$ cat config.mk
export PLATFORM = sky130hd
export DESIGN_NAME = writeback_arbiter
export DESIGN_NICKNAME = d
export VERILOG_FILES = /design/src/rtl/writeback_arbiter.sv
export SDC_FILE = /design/constraint.sdc
export NUM_CORES = 1
export LEC_CHECK = 0
export CAP_MARGIN = 20
export CORE_UTILIZATION = 44
export DETAILED_ROUTE_END_ITERATION = 12
export PLACE_DENSITY = 0.88
export SYNTH_ARGS = -nofsm -noshare
export SYNTH_HDL_FRONTEND = slang
export SYNTH_SLANG_ARGS = --single-unit
$ cat constraint.sdc
create_clock -name clk -period 2.4 [get_ports clk]
set_clock_uncertainty 0.1 [all_clocks]
set_input_delay 0.48 -clock clk [delete_from_list [all_inputs] [get_ports clk]]
set_output_delay 0.48 -clock clk [all_outputs]
set_load 0.005 [all_outputs]
$ cat src/rtl/writeback_arbiter.sv
// writeback_arbiter: round-robin merge of execute-unit writeback streams into one registered writeback port
module writeback_arbiter #(
  parameter int p_num_pipes    = 2,
  parameter int p_addr_bits    = 32,
  parameter int p_data_bits    = 32,
  parameter int p_seq_num_bits = 5
) (
  input  logic                                  clk,
  input  logic                                  rst,
  input  logic [p_num_pipes-1:0]                X_val,
  output logic [p_num_pipes-1:0]                X_rdy,
  input  logic [p_num_pipes*p_addr_bits-1:0]    X_pc,
  input  logic [p_num_pipes*p_seq_num_bits-1:0] X_seq_num,
  input  logic [p_num_pipes*5-1:0]              X_waddr,
  input  logic [p_num_pipes*p_data_bits-1:0]    X_wdata,
  input  logic [p_num_pipes-1:0]                X_wen,
  output logic                                  W_val,
  input  logic                                  W_rdy,
  output logic [p_addr_bits-1:0]                W_pc,
  output logic [p_seq_num_bits-1:0]             W_seq_num,
  output logic [4:0]                            W_waddr,
  output logic [p_data_bits-1:0]                W_wdata,
  output logic                                  W_wen
);
  localparam int iw = $clog2(p_num_pipes);
  logic [iw-1:0] ptr, gidx;
  logic found, can_accept;
  assign can_accept = !W_val || W_rdy;
  always_comb begin
    found = 1'b0;
    gidx = ptr;
    for (int k = 0; k < p_num_pipes; k++) begin
      if (!found && X_val[(int'(ptr) + k) % p_num_pipes]) begin
        found = 1'b1;
        gidx = iw'((int'(ptr) + k) % p_num_pipes);
      end
    end
    X_rdy = (found && can_accept && !rst) ? p_num_pipes'(1) << gidx : '0;
  end
  always_ff @(posedge clk) begin
    if (rst) begin
      W_val <= 1'b0;
      W_pc <= '0;
      W_seq_num <= '0;
      W_waddr <= '0;
      W_wdata <= '0;
      W_wen <= 1'b0;
      ptr <= '0;
    end else if (found && can_accept) begin
      W_val <= 1'b1;
      W_pc <= X_pc[gidx*p_addr_bits +: p_addr_bits];
      W_seq_num <= X_seq_num[gidx*p_seq_num_bits +: p_seq_num_bits];
      W_waddr <= X_waddr[gidx*5 +: 5];
      W_wdata <= X_wdata[gidx*p_data_bits +: p_data_bits];
      W_wen <= X_wen[gidx];
      ptr <= (gidx == iw'(p_num_pipes - 1)) ? '0 : gidx + 1'b1;
    end else if (W_rdy) begin
      W_val <= 1'b0;
    end
  end
endmodule

==> results of run 1 <==
cell families after synthesis:
kind of cell	after synthesis	synth area share
adder cells (fa/ha/maj)	1	0.00249
AND/OR/NAND/NOR	157	0.257
flip-flops	77	0.340
AO/OA/AOI/OAI	152	0.315
buffers and inverters	84	0.0851
worst paths after layout:
check	to	slack (ps)
max	X_rdy[1]	260
min	W_wdata[26]	390
max reg2reg	W_wdata[30]	280
min reg2reg	W_wdata[26]	390
repair_timing:
item,4_1_cts,5_1_grt
endpoints found under the setup margin,2,1
hold buffers,0,0
resized for setup,3,2
cells in the mapped netlist, drive strengths merged:
cell / count / area share
maj3: 1 / 0.0025
buf: 20 / 0.032
nand2b: 75 / 0.10
o2bb2ai: 1 / 0.0019
a2111oi: 75 / 0.14
o21ba: 1 / 0.0022
nor2: 3 / 0.0030
clkbuf: 63 / 0.052
or3: 1 / 0.0014
a221o: 75 / 0.17
nor3: 1 / 0.0011
nor4b: 76 / 0.15
dfxtp: 77 / 0.34
inv: 1 / 0.00083
nor2b: 1 / 0.0014
flip-flops by register name (all words and copies together) (netlist names):
| register | flops |
|---|---|
| W_wen | 1 |
| ptr | 1 |
| W_pc | 32 |
| W_seq_num | 5 |
| W_val | 1 |
| W_wdata | 32 |
| W_waddr | 5 |
worst max-delay path, cell delays in order:
cell	delay (ps)
sky130_fd_sc_hd__clkdlybuf4s15_1	260
sky130_fd_sc_hd__inv_2	70
sky130_fd_sc_hd__maj3_2	340
sky130_fd_sc_hd__nor4b_1	150
sky130_fd_sc_hd__dlygate4sd2_1	270
power by group through the flow:
stage / registers [mW] / logic [mW] / clock network, mW
floorplan: 1.50 / 0.436 / 0
global placement: 1.49 / 1.02 / 0
detailed placement: 1.49 / 1.04 / 0
CTS: 1.47 / 1.04 / 1.01
global route: 1.48 / 1.12 / 1.06
finish: 1.47 / 1.05 / 0.991
layer usage:
metal	vias to the layer above	track usage
li1	2313	-
met1	2421	0.372
met2	258	0.455
met3	45	0.0591
met4	0	0.165
met5	-	0
through the flow:
stage          setup WS, ps   util  power (mW)  hold slack [ps]
2_1_floorplan           349      -        1.93              382
3_3_place_gp           -231  0.693        2.51              370
3_5_place_dp           -261  0.693        2.53              371
4_1_cts                5.82  0.712        3.52              386
5_1_grt                 161  0.713        3.66              407
6_report                258  0.713        3.50              390
area by class of cell:
type | instances | area [µm²]
fill | 704 | 2840
clock buffer | 12 | 145
sequential | 77 | 1540
multi-input combinational | 310 | 2620
tap | 133 | 166
inverter | 1 | 3.75
clock inverter | 4 | 47.5
timing repair buffer | 251 | 2510
==> impl_metrics.toml, run 1 <==
[critical_path]
rr_worst_depth = 5
startpoint = "X_val[0]"
endpoint_kind = "output port"
critical_path_peak_fanout = 4
setup.worst_path.class = "in2out"
critical_path.reg2reg.startpoint = "W_val"
critPathLaunchType = "input port"
data_arrival_time_of_the_critical_path_ps = 1560
worstPathRequired_ps = 1820

[layout]
most-common-layout-cells = "226 x sky130_fd_sc_hd__clkdlybuf4s50_1, 76 x sky130_fd_sc_hd__dfxtp_1, 76 x sky130_fd_sc_hd__nor4b_1"
design.final.nets = 805
layout-drive-gt1-share = 0.0626
mostFrequentLayoutCell = "sky130_fd_sc_hd__clkdlybuf4s50_1"
area_growth_from_synthesis_to_final_layout_pct = 55.2
fin_cells = 788
antenna_cells = 0
final_instance_area_mm2 = 0.00703

[placement]
dpl.cell_count = 772
place.detailed.hpwl_mm = 10.4
gp_congestion = 0.864
port-buffer-count = 232
place_area_mm2 = 0.00684

[cts]
tritoncts = "done"
cts_num_sinks = 77
post-cts-setup-buffer-count = 0
h-tree-depth = 3
clkLatencyLatePin_ps = 340
worst_setup_hold_path_clk_slew_ps = 80
cts_buffer_depth = 2
clock-root-buffer = "sky130_fd_sc_hd__clkbuf_8"
numCtsBuffers = 9

[drt]
wl_met1_mm = 6.78
vias = 5037
route.antenna.remaining_nets = 0
wl_mm = 16.3
top_signal_layer_used = "met4"
residual_drc_count = 0
first_iter_violations = 359
met3WireLength_mm = 1.30
detail_route.first_pass.iterations = 5
wire_per_inst_um = 20.6
met2_length_mm = 7.53
vias_per_cell = 6.39

[hold_path]
holdPathStages = 1
worst_hold_path_type = "reg2reg"
hp-start = "W_wdata[26]"

[synth]
sequential_fraction_of_the_synthesis_area = 0.340
synth_warnings = 0
post_synth.cell_area_avg_um2 = 9.62
synthCells = 471
synth.cell_area_mm2 = 0.00453
synth_seq_cells = 77
yosysUniqueCellTypes = 18
syn-num-nets = 626

[timing]
rsz0062_at_grt = "no"
sum_neg_setup_slack_ps = 0
slew_viol_final = 0
max_clock_freq_mhz = 467
max-slew-margin-rel = 0.499
period_needed_ps = 2140
final-hold-violation-count = 0
report.final.setup_viol = 0
timing_worst_slew_pin_value_ps = 751
final.period_utilization = 0.893

[power]
comb_power_share = 0.299
total_switching_power_mw = 0.977
power_leakage_nw = 2.32
cell_internal_pwr_mw = 2.53
pwr_density_cell_mw_per_mm2 = 499
share_clk_of_total_power = 0.283
swShare = 0.279
share_seq_of_total_power = 0.419
peakVddDrop_uv = 385

[floorplan]
core_area_mm2 = 0.00986
die-height_um = 103
chipWidth_um = 103
die_footprint_mm2 = 0.0107
rows = 36
initial_core_util = 0.459
num_io_pins = 233

[status]
outcome = "complete, no violations"

[global_route]
pin_count_of_the_biggest_net_entering_global_routing = 141
grt.overflow.total = 0
via_count_of_the_first_global_routing_pass = 4557
first_pass_grt_wire_length_mm = 24.0
grt.total_usage = 0.290
antenna_found_initial = 0

[flow_run]
max_cap_violations = 0
(Power assumes the default switching activity.)
==> run 2, diff against run 1 <==
Settings changed: CORE_UTILIZATION 44 to 40, PLACE_DENSITY 0.88 to 0.81.
Clock period 2.4 ns to 1.99 ns, I/O delays scaled along.
==> run 2 against run 1 <==
Net effect:
- combinational power rose by 21%
- sequential share of layout area fell by 0.37 points
- global-route usage fell by 1.1 points
- count of clock-buffer cells in the layout rose by 1
- highest routed layer is now met5
==> impl_metrics.toml, run 2 (synthesized netlist as in run 1, its figures left out) <==
[global_route]
pin_count_of_the_biggest_net_entering_global_routing = 77
antenna_found_initial = 1
grt.overflow.total = 0
first_pass_grt_wire_length_mm = 25.5
via_count_of_the_first_global_routing_pass = 4938
grt.total_usage = 0.279

[floorplan]
initial_core_util = 0.414
rows = 38
die-height_um = 108
core_area_mm2 = 0.0109
die_footprint_mm2 = 0.0118
num_io_pins = 233
chipWidth_um = 108

[power]
power_after_layout_mw = 4.80
power_leakage_nw = 2.37
peakVddDrop_uv = 532
pwr_density_cell_mw_per_mm2 = 671

[critical_path]
cp.buffers_inverters = 1
worst_r2r_setup_slack_ps = 210
endpoint_kind = "output port"
cp.depth = 4
timing.critical_path.cells = "nor2b_4 -> or3_1 -> nor2_1 -> buf_2"
data_arrival_time_of_the_critical_path_ps = 1450
rr_worst_depth = 3
setup.worst_path.class = "reg2out"
worstPathRequired_ps = 1490
crit-reg2reg-capture = "W_pc[9]"
timing.critical_path.slowest_stage_cell = "sky130_fd_sc_hd__or3_1"
critical_path_peak_fanout = 4
critPathLaunchType = "flip-flop"
max_stage_delay_ps = 370
critical_path.reg2reg.startpoint = "ptr"
critical_path.top_delay_family = "simple AND/OR/NAND/NOR gates"

[cts]
cts_num_sinks = 77
numCtsBuffers = 9
clock-root-buffer = "sky130_fd_sc_hd__clkbuf_16"
worst_setup_hold_path_clk_slew_ps = 60
h-tree-depth = 3
tritoncts = "done"
post_cts_hold_fix_bufs = 0
clkLatencyLatePin_ps = 350
cts_buffer_depth = 2

[timing]
max_clock_freq_mhz = 514
report.final.setup_viol = 0
sum_neg_setup_slack_ps = 0
max-slew-margin-rel = 0.489
timing_worst_slew_pin_value_ps = 766
period_needed_ps = 1950
worst_slack_ps = 43.1
rsz0062_at_grt = "no"
final.period_utilization = 0.978
fin_hold_ws_ps = 262
slew_viol_final = 0
final-hold-violation-count = 0

[layout]
num-fill-cells = 904
design.final.nets = 808
area_growth_from_synthesis_to_final_layout_pct = 57.8
largest_registers = "W_pc (32), W_wdata (32)"
most-common-layout-cells = "226 x sky130_fd_sc_hd__clkdlybuf4s50_1, 76 x sky130_fd_sc_hd__dfxtp_1"
antenna_cells = 0
mostFrequentLayoutCell = "sky130_fd_sc_hd__clkdlybuf4s50_1"
multiInputGateArea_mm2 = 0.00262
layout-drive-gt1-share = 0.0729
seq_area_mm2 = 0.00154
final_instance_area_mm2 = 0.00715

[drt]
wl_mm = 16.9
vias = 5046
vias_per_cell = 6.32
first_iter_violations = 454
wire_per_inst_um = 21.2
residual_drc_count = 0
detail_route.first_pass.iterations = 5
route.antenna.remaining_nets = 0

[placement]
gp_congestion = 0.822
port-buffer-count = 232
place.detailed.hpwl_mm = 10.5
post_place_setup_slack_ps = -540
place_area_mm2 = 0.00684

[status]
outcome = "complete, no violations"

[hold_path]
worst_hold_path_type = "in2reg"
holdPathStages = 3
hp-start = "X_val[1]"
worst_hold_path.endpoint = "W_val"

[flow_run]
max_cap_violations = 0
## run 2: worst reg2reg max path, cell delays in order (launching register included)
cell	delay (ps)
sky130_fd_sc_hd__dfxtp_2	340
sky130_fd_sc_hd__buf_4	610
sky130_fd_sc_hd__a2111oi_0	300
sky130_fd_sc_hd__a221o_1	330
## run 2: worst max path at each step
stage	startpoint	to	slack, ps
after global routing	ptr	X_rdy[1]	10
final	W_val	X_rdy[0]	40
after detailed placement	X_val[0]	X_rdy[0]	-540
after CTS	X_val[0]	X_rdy[1]	0.7
after floorplan	X_val[1]	X_rdy[1]	100
after global placement	X_val[0]	X_rdy[1]	-460
## run 2: stage by stage
step / std cells / util
after global routing: 798 / 0.654
after global placement: 782 / 0.626
final: 798 / 0.654
after detailed placement: 782 / 0.626
after CTS: 798 / 0.654
after floorplan: 471 / -
## run 2: power breakdown
group	leakage (nW)	switching (mW)	internal (mW)
clock network	0.152	0.683	1.07
logic	1.58	0.520	0.746
registers	0.637	0.0850	1.69
## run 2: area by class of cell
cell class / instances / area share
Timing Repair Buffer: 254 / 0.349
Clock buffer: 13 / 0.0378
Tap cell: 140 / 0.0245
Inverter: 1 / 0.000525
Clock inverter: 3 / 0.00595
Sequential cell: 77 / 0.216
Multi-Input combinational cell: 310 / 0.367
## run 2: metal layers
layer  global-route usage  wire [µm]  up-vias
met1                0.327       6530     2429
li1                     -          -     2316
met2                0.459       8190      263
met3                0.108       1670       36
met5                    0         11        -
met4                0.107        473        2
## run 2: timing repair
| item | in CTS | in global routing |
|---|---|---|
| pin swaps | 1 | 0 |
| buffers inserted | 0 | 0 |
| resized for setup | 7 | 3 |
| setup endpoints to repair | 28 | 1 |
